<file path="config.mk">
export PLATFORM = sky130hd
export DESIGN_NAME = rv32i_img_cmd_master
export DESIGN_NICKNAME = d
export VERILOG_FILES = /design/src/rtl/rv32i_img_cmd_master.sv
export SDC_FILE = /design/constraint.sdc
export NUM_CORES = 1
export LEC_CHECK = 0
export BUFFER_PORTS_ARGS = -buffer_cell sky130_fd_sc_hd__buf_2
export CAP_MARGIN = 25
export CORE_MARGIN = 4
export CORE_UTILIZATION = 30
export DETAILED_ROUTE_END_ITERATION = 10
export GPL_ROUTABILITY_DRIVEN = 0
export HOLD_SLACK_MARGIN = 0.12
export PLACE_DENSITY = 0.59
export RECOVER_POWER = 50
export SETUP_SLACK_MARGIN = 0.3
export SLEW_MARGIN = 20
export SYNTH_ARGS = -nofsm -noshare
export SYNTH_HDL_FRONTEND = slang
export SYNTH_SLANG_ARGS = --single-unit
</file>
<file path="constraint.sdc">
create_clock -name clk -period 3.1 [get_ports clk]
set_clock_uncertainty 0.15 [all_clocks]
set_input_delay 0 -clock clk [delete_from_list [all_inputs] [get_ports clk]]
set_output_delay 0 -clock clk [all_outputs]
set_load 0.05 [all_outputs]
</file>
<file path="src/rtl/rv32i_img_cmd_master.sv">
// rv32i_img_cmd_master: CPU-side initiator for the custom IMG R-type instructions.
// A rectangular block command (write, read or status) is expanded into a raster
// sequence of single-pixel IM_WR / IM_RD / IM_STAT instructions, and the
// responder's register writebacks are collected into a readback stream or the
// status word.
// Optional build macro: IMG_CMD_MASTER_TIMEOUT_EN adds a writeback timeout that
// ends the command with err after TIMEOUT cycles in WAIT.
module rv32i_img_cmd_master #(
    parameter int         DATA_W  = 32,
    parameter logic [4:0] RD_REG  = 5'd5,
    parameter int         TIMEOUT = 64
) (
    input  logic              clk,
    input  logic              rst,
    input  logic              cmd_valid,
    output logic              cmd_ready,
    input  logic [1:0]        cmd_op,
    input  logic [15:0]       cmd_row0,
    input  logic [15:0]       cmd_col0,
    input  logic [15:0]       cmd_h,
    input  logic [15:0]       cmd_w,
    input  logic              wr_valid,
    output logic              wr_ready,
    input  logic [DATA_W-1:0] wr_data,
    output logic              rdo_valid,
    input  logic              rdo_ready,
    output logic [DATA_W-1:0] rdo_data,
    output logic [31:0]       stat_word,
    output logic              busy,
    output logic              done,
    output logic              err,
    output logic              instr_valid,
    input  logic              instr_ready,
    output logic [31:0]       instr,
    output logic [31:0]       rs1_val,
    output logic [31:0]       rs2_val,
    output logic [4:0]        rd_addr,
    input  logic              rd_we,
    input  logic [4:0]        rd_waddr,
    input  logic [31:0]       rd_wdata
);

    // The pixel travels in a 32-bit register operand, so any other width is a build error.
    generate
        if (DATA_W != 32) begin : g_bad_data_w
            $error("rv32i_img_cmd_master: DATA_W must be 32");
        end
        if (TIMEOUT < 1) begin : g_bad_timeout
            $error("rv32i_img_cmd_master: TIMEOUT must be at least 1");
        end
    endgenerate

    localparam logic [1:0] OP_WR   = 2'd0;
    localparam logic [1:0] OP_RD   = 2'd1;
    localparam logic [1:0] OP_STAT = 2'd2;
    localparam logic [1:0] OP_ILL  = 2'd3;

    typedef enum logic [2:0] {
        S_IDLE,
        S_ISSUE,
        S_WAIT,
        S_PUSH,
        S_FIN
    } state_t;

    state_t            r_state;
    logic [1:0]        r_op;
    logic [15:0]       r_row0;
    logic [15:0]       r_col0;
    logic [15:0]       r_h;
    logic [15:0]       r_w;
    logic [15:0]       r_row;
    logic [15:0]       r_col;
    logic              r_err;
    logic [31:0]       r_instr;
    logic [31:0]       r_stat;
    logic [DATA_W-1:0] r_rdo_data;

`ifdef IMG_CMD_MASTER_TIMEOUT_EN
    localparam int TO_W = $clog2(TIMEOUT + 1);
    logic [TO_W-1:0] r_wait_cnt;
`endif

    logic        w_is_wr;
    logic        w_instr_valid;
    logic        w_fire;
    logic        w_last_col;
    logic        w_last_pix;
    logic        w_wb_hit;
    logic [15:0] w_row_abs;
    logic [15:0] w_col_abs;

    assign w_is_wr    = (r_op == OP_WR);
    assign w_last_col = (r_col == r_w - 16'd1);
    assign w_last_pix = w_last_col && (r_row == r_h - 16'd1);
    assign w_wb_hit   = rd_we && (rd_waddr == RD_REG);
    assign w_row_abs  = r_row0 + r_row;
    assign w_col_abs  = r_col0 + r_col;

    // Writes pass the pixel stream straight through so a full-rate stream issues one pixel per cycle.
    assign w_instr_valid = (r_state == S_ISSUE) && (w_is_wr ? wr_valid : 1'b1);
    assign w_fire        = w_instr_valid && instr_ready;

    assign instr_valid = w_instr_valid;
    assign wr_ready    = (r_state == S_ISSUE) && w_is_wr && instr_ready;
    assign instr       = r_instr;
    assign rs1_val     = {w_row_abs, w_col_abs};
    assign rs2_val     = ((r_state == S_ISSUE) && w_is_wr) ? wr_data : 32'd0;
    assign rd_addr     = RD_REG;
    assign cmd_ready   = (r_state == S_IDLE);
    assign busy        = (r_state != S_IDLE);
    assign rdo_valid   = (r_state == S_PUSH);
    assign rdo_data    = r_rdo_data;
    assign stat_word   = r_stat;
    assign done        = (r_state == S_FIN);
    assign err         = (r_state == S_FIN) && r_err;

    // Command sequencer: latch the block, walk it in raster order, and collect writebacks.
    always_ff @(posedge clk) begin
        if (rst) begin
            r_state    <= S_IDLE;
            r_op       <= OP_WR;
            r_row0     <= 16'd0;
            r_col0     <= 16'd0;
            r_h        <= 16'd0;
            r_w        <= 16'd0;
            r_row      <= 16'd0;
            r_col      <= 16'd0;
            r_err      <= 1'b0;
            r_instr    <= 32'd0;
            r_stat     <= 32'd0;
            r_rdo_data <= '0;
`ifdef IMG_CMD_MASTER_TIMEOUT_EN
            r_wait_cnt <= '0;
`endif
        end else begin
            case (r_state)
                S_IDLE: begin
                    if (cmd_valid) begin
                        r_op    <= cmd_op;
                        r_row0  <= cmd_row0;
                        r_col0  <= cmd_col0;
                        r_h     <= cmd_h;
                        r_w     <= cmd_w;
                        r_row   <= 16'd0;
                        r_col   <= 16'd0;
                        r_err   <= (cmd_op == OP_ILL);
                        r_instr <= {7'h06, 5'd11, 5'd10, {1'b0, cmd_op}, RD_REG, 7'h33};
                        if (cmd_op == OP_ILL) begin
                            r_state <= S_FIN;
                        end else if ((cmd_op != OP_STAT) && ((cmd_h == 16'd0) || (cmd_w == 16'd0))) begin
                            r_state <= S_FIN;
                        end else begin
                            r_state <= S_ISSUE;
                        end
                    end
                end
                S_ISSUE: begin
                    if (w_fire) begin
                        if (w_is_wr) begin
                            if (w_last_col) begin
                                r_col <= 16'd0;
                                r_row <= r_row + 16'd1;
                            end else begin
                                r_col <= r_col + 16'd1;
                            end
                            if (w_last_pix) begin
                                r_state <= S_FIN;
                            end
                        end else begin
                            r_state <= S_WAIT;
`ifdef IMG_CMD_MASTER_TIMEOUT_EN
                            r_wait_cnt <= '0;
`endif
                        end
                    end
                end
                S_WAIT: begin
                    if (w_wb_hit) begin
                        if (r_op == OP_RD) begin
                            r_rdo_data <= rd_wdata;
                            r_state    <= S_PUSH;
                        end else begin
                            r_stat  <= rd_wdata;
                            r_state <= S_FIN;
                        end
`ifdef IMG_CMD_MASTER_TIMEOUT_EN
                    end else if (r_wait_cnt == TO_W'(TIMEOUT - 1)) begin
                        r_err   <= 1'b1;
                        r_state <= S_FIN;
                    end else begin
                        r_wait_cnt <= r_wait_cnt + TO_W'(1);
`endif
                    end
                end
                S_PUSH: begin
                    if (rdo_ready) begin
                        if (w_last_col) begin
                            r_col <= 16'd0;
                            r_row <= r_row + 16'd1;
                        end else begin
                            r_col <= r_col + 16'd1;
                        end
                        r_state <= w_last_pix ? S_FIN : S_ISSUE;
                    end
                end
                S_FIN: begin
                    r_err   <= 1'b0;
                    r_state <= S_IDLE;
                end
                default: begin
                    r_state <= S_IDLE;
                end
            endcase
        end
    end

endmodule

</file>
# --- Yosys cells after proc, flatten, opt, wreduce, memory -nomap -nowiden ---
# Index checks and enable logic that the tools add are counted.
word_totals:
  romBits: 0
  reg_bits: 175
  n_memories: 0
  input_bits: 142
  mem_bits_rw: 0
  latch_bits: 0
classes:
  order_cmp: 0
  add_sub_neg: 6
  mux: 26
  n_div: 0
  multipliers: 0
  eq_ne: 16
  reduce_logical: 22
  shifts: 0
  bitwise: 1
ops:
  columns: ["operator", "n"]
  rows:
  - ["two-way mux 16 bit", 9]
  - ["case mux 16 bit (3 select lines)", 2]
  - ["adder 16 x 1 -> 16 bit (second input constant)", 2]
  - ["adder 16 bit", 2]
  - ["equality test 16 bit", 2]
  - ["logical NOT 16 bit", 2]
  - ["two-way mux 32 bit", 1]
  - ["subtractor 16 x 1 -> 16 bit (second input constant)", 2]
  - ["two-way mux 3 bit", 10]
  - ["case mux 3 bit (4 select lines)", 1]
  - ["inequality test 2 bit (second input constant)", 5]
  - ["AND reduction 5 bit", 2]
  - ["logical AND 1 bit", 8]
  - ["equality test 3 x 2 -> 1 bit (second input constant)", 2]
  - ["AND reduction 3 bit", 2]
  - ["nonzero test 3 bit", 2]
  - ["equality test 5 x 3 -> 1 bit (second input constant)", 1]
  - ["AND reduction 2 bit", 2]
  - ["equality test 3 x 1 -> 1 bit (second input constant)", 1]
  - ["equality test 3 bit (second input constant)", 1]
  - ["logical NOT 3 bit", 1]
  - ["inequality test 3 bit (second input constant)", 1]
  - ["equality test 2 x 1 -> 1 bit (second input constant)", 1]
  - ["equality test 2 bit (second input constant)", 1]
  - ["7 further kinds", 8]

# --- Logic depth before layout (Yosys ltp) ---
depth:
  word_depth: 7
  mapped_depth: 12
  mapped_depth_nobuf: 11

# --- Least setup slack after synthesis ---
# No wires, ideal clock.
synth_path:
  kind: "register -> output"
  start: "register r_col[1]"
  end: "output rs1_val[15]"
  arrival_ns: 2.892
  path_stages_with_launch: 10
  path_slack_ns: 0.058
  path_buffers: 0
  required_time_ns: 2.950
  path_cell_list: "dfxtp_1 -> ha_1 -> a211o_1 -> a211oi_1 -> o31ai_1 -> nor4_1 -> nor3_1 -> a211oi_1 -> a21oi_1 -> xnor2_1"
synth_between:
  elab_chain_cells: 1
synth_lines:
  columns: ["item", "line_no", "source"]
  rows:
  - ["from (decl)", "73", "logic [15:0] r_col;"]
  - ["from (signal assigned)", "165", "r_col <= r_col + 16'd1;"]
  - ["from (signal assigned)", "202", "r_col <= r_col + 16'd1;"]
  - ["adder 16 bit", "98", "assign w_col_abs = r_col0 + r_col;"]
  - ["to (decl)", "35", "output logic [31:0] rs1_val,"]
# No other way between the ends.

# --- Worst setup path after layout ---
layout_path:
  start: "register r_w[0]"
  end: "register r_col[2]"
layout_between:
  elab_chain_cells: 6
layout_lines:
  columns: ["item", "line_no", "source"]
  rows:
  - ["from (decl)", "71", "logic [15:0] r_w;"]
  - ["from (signal assigned)", "144", "r_w <= cmd_w;"]
  - ["subtractor 16 x 1 -> 16 bit *", "94", "assign w_last_col = (r_col == r_w - 16'd1);"]
  - ["equality test 16 bit *", "94", null]
  - ["two-way mux 16 bit *", "161, 198", null]
  - ["two-way mux 16 bit", "160", "if (w_is_wr) begin"]
  - ["two-way mux 16 bit", "159", "if (w_fire) begin"]
  - ["case mux 16 bit (3 select lines) *", "137", "case (r_state)"]
# Every way passes the cells marked *; elsewhere a longest branch is shown, timed or not. The select of a mux whose other input is x is not followed.
# A chain may end at the register's enable or synchronous reset.

==> metrics.md <==
| Metric | Value |
|---|---|
| Status | complete, but fails checks |
| Failing checks | setup timing |
| CTS H-tree depth | 4 |
| CTS tree | yes |
| Hold EP | r_state[2] |
| DRT iter0 DRCs | 530 |
| CP most frequent cell | buf_6 |
| Wire per inst | 16.4 um |
| Yosys reg bits | 167 |
| Crit path launch | r_w[0] |
| CP Capture Type | flop |
| Post-synth EDFFs | 0 |
| End of the worst register-to-register path | r_col[2] |
| WHS | 172 ps |
| I/O pin count | 314 |
| Worst path cell trace | inv_4, ha_4, nor3b_4, buf_4, nand2_4, or4b_1, o211a_1, a31oi_4, a21oi_4, buf_6, buf_6, nor2_4, buf_12, nor3_2 |
| Final worst slack | -9.26 ps |
| Maxcap violations | 0 |
| Share of cells above drive strength 1 | 26.8% |
| Crit path max fanout | 8 |
| Setup TNS after final layout | -20.3 ps |
| Crit path kind | reg2reg |
| P_int | 0.00450 W |
| Synth area leaders | dfxtp_1 35%, nand2_1 12%, a21oi_1 8.2% |
| Area leader, netlist | dfxtp_1 |
| Leakage | 5.81 nW |
| Mapped Area | 9560 um2 |
| Flop-to-flop setup slack | -9 ps |
| Comb power frac | 39.3% |
| Die Ht | 187 um |
| Startpoint types | flop |
| Worst-path clk slew | 80 ps |
| Worst min path class | in2reg |
| Seq/Total Area, Yosys | 35.0% |
| GRT Total Usage | 19.0% |
| First-pass GRT wire length | 54.1 mm |
| Area of the multi-input gates | 6520 um2 |
| Mean post-synth cell area | 7.65 um2 |
| Synth cell count leaders | 294 x nand2_1, 167 x dfxtp_1, 157 x a21oi_1 |
| Worst R2R Path Depth | 14 |
| Fill cell count | 3009 |
| Initial Util | 30.4% |
| Total gr overflow | 0 |
| Vias in the first global route | 10457 |
| Unrepaired setup endpoints after global routing | yes |
| Die W | 187 um |
| Top-count cell post-synth | nand2_1 |
| Worst vdd ir | 0.440 mV |
| Fin crit period | 3110 ps |
| Core Footprint | 31500 um2 |
| Detail Placement HPWL | 23.5 mm |
| F_max | 322 MHz |
| Register area | 3380 um2 |
| DR pass1 iterations | 7 |
| Synth async-reset ratio | 0% |
| Tcrit/Tclk final | 100% |
| Vias per cell | 5.01 |
| Row count | 65 |
| Placement Setup Slack | 54.2 ps |
| Fin. Hold Viols | 0 |
| Setup-failing EPs final | 6 |
| Clock Sinks | 167 |
| Dpl cells | 1893 |
| PortBufs | 291 |
| Clk pwr share | 28.8% |
| Area fraction of the dominant cell type after synthesis | 35.0% |
| Final Instance Area | 14700 um2 |
| Net Sw Frac | 40.7% |
| CP max stage delay | 460 ps |
| FF-to-FF Start | r_w[0] |
| PwrDens | 517 nW/um2 |
| Placement Cell Area | 11400 um2 |
| Routed wire length | 34.6 mm |
| Mapped Cells | 1251 |
| CP bufs+invs | 5 |
| Layout area overhead | 53.5% |
| Crit path max-delay family | simple AND/OR/NAND/NOR gates |
| Psw | 0.00309 W |
| Crit path required time | 3240 ps |
| Count of pins over their slew limit | 0 |
| Largest net degree at the start of global routing | 81 |
| Remaining DRCs | 0 |
| Nets | 1878 |
| Worst min-delay path startpoint | rd_waddr[1] |
| Post-synth top flop | dfxtp_1 |
| Worst skew pair latency | 460 ps |
| Initial antenna violation count | 4 |
| WP data arrival | 3250 ps |
| Detail Route Antenna Nets | 0 |
| Die ar. | 34800 um2 |
| Ys Warns | 0 |
| Sequential share of power | 32.0% |
| Final Non-Filler Cells | 2116 |
| DR vias | 10591 |
| CP max-delay cell | or4b_1 |
| Cts bufs inserted | 17 |
| Root buf cell | clkbuf_16 |
| Max transition margin | 23.8% |
| Clock Path Buffers | 2 |
| Yosys cell types | 77 |
| Hold-critical path depth | 5 |
| Slew @ Worst Pin | 1140 ps |
repair_timing:
item,CTS,global route
endpoints found under the hold margin,135,0
setup buffers,29,19
gates cloned,5,0
setup endpoints to repair,49,76
hold buffers,137,0
pin swaps,80,50
gates resized for setup,141,62
final cells by class:
type	instances	area share, %
multi-input combinational	977	44.4
timing repair buffer	512	24.3
sequential	167	23.0
tap	402	3.43
clock buffer	18	2.99
clock inverter	14	1.12
inverter	25	0.708
antenna	1	0.0171
logic make-up after synthesis:
kind of cell | synth area share [%]
AOI/OAI and AO/OA | 16.8
and+or+nand+nor | 29.4
DFF | 35.0
xor gates and xnor gates | 6.68
buffers and inverters | 6.51
muxes | 0.654
other | 0.0785
adders and majority gates | 4.87
cells in the final DEF (no fill, tap or decap), drive strengths merged, types with 29 or more instances in the layout:
cell type and count:
dlygate4sd3 137, and2 42, buf 283, ha 34, nand2 294, inv 29, nor2 54, clkbuf 110
xnor2 47, dfxtp 167, a21oi 159, nor3 44
layer usage:
metal | GRT usage [%] | up-vias | wire length [um]
li1 | - | 5211 | -
met1 | 22.4 | 4926 | 14300
met2 | 33.2 | 380 | 17100
met3 | 5.37 | 70 | 2230
met4 | 6.46 | 4 | 1020
met5 | 0 | - | 34
tightest hold or removal path: cells and delay by family:
family                 cells  cell delay (ps)
AOI/OAI and AO/OA          2              330
and+or+nand+nor            2              320
buffers and inverters      1               70
power groups by stage:
| stage | clock network, W | logic (W) | registers, W |
|---|---|---|---|
| after floorplan | 0 | 0.00171 | 0.00242 |
| after global placement | 0 | 0.00222 | 0.00245 |
| after detailed placement | 0 | 0.00224 | 0.00245 |
| after CTS | 0.00224 | 0.00283 | 0.00241 |
| after global routing | 0.00232 | 0.00318 | 0.00244 |
| final | 0.00218 | 0.00298 | 0.00242 |
worst max-delay path by stage:
stage	to	cells after the start
after floorplan	rs1_val[30]	11
after global placement	r_state[0]	10
after detailed placement	r_col[0]	11
after CTS	rs1_val[31]	10
after global routing	r_col[4]	15
final	r_col[2]	14
flip-flops by register name (all words and copies together), names as in the netlist, 3 cells and up:
name,count
r_h,16
r_w,16
r_row,16
rdo_data,32
stat_word,32
r_col0,16
r_col,16
r_row0,16
r_state,3
stage by stage:
step	power (W)	utilization, %
global route	0.00795	46.6
finish	0.00759	46.6
global placement	0.00467	36.2
CTS	0.00748	45.5
detailed placement	0.00469	36.2
floorplan	0.00413	-
(Power assumes the default switching activity.)
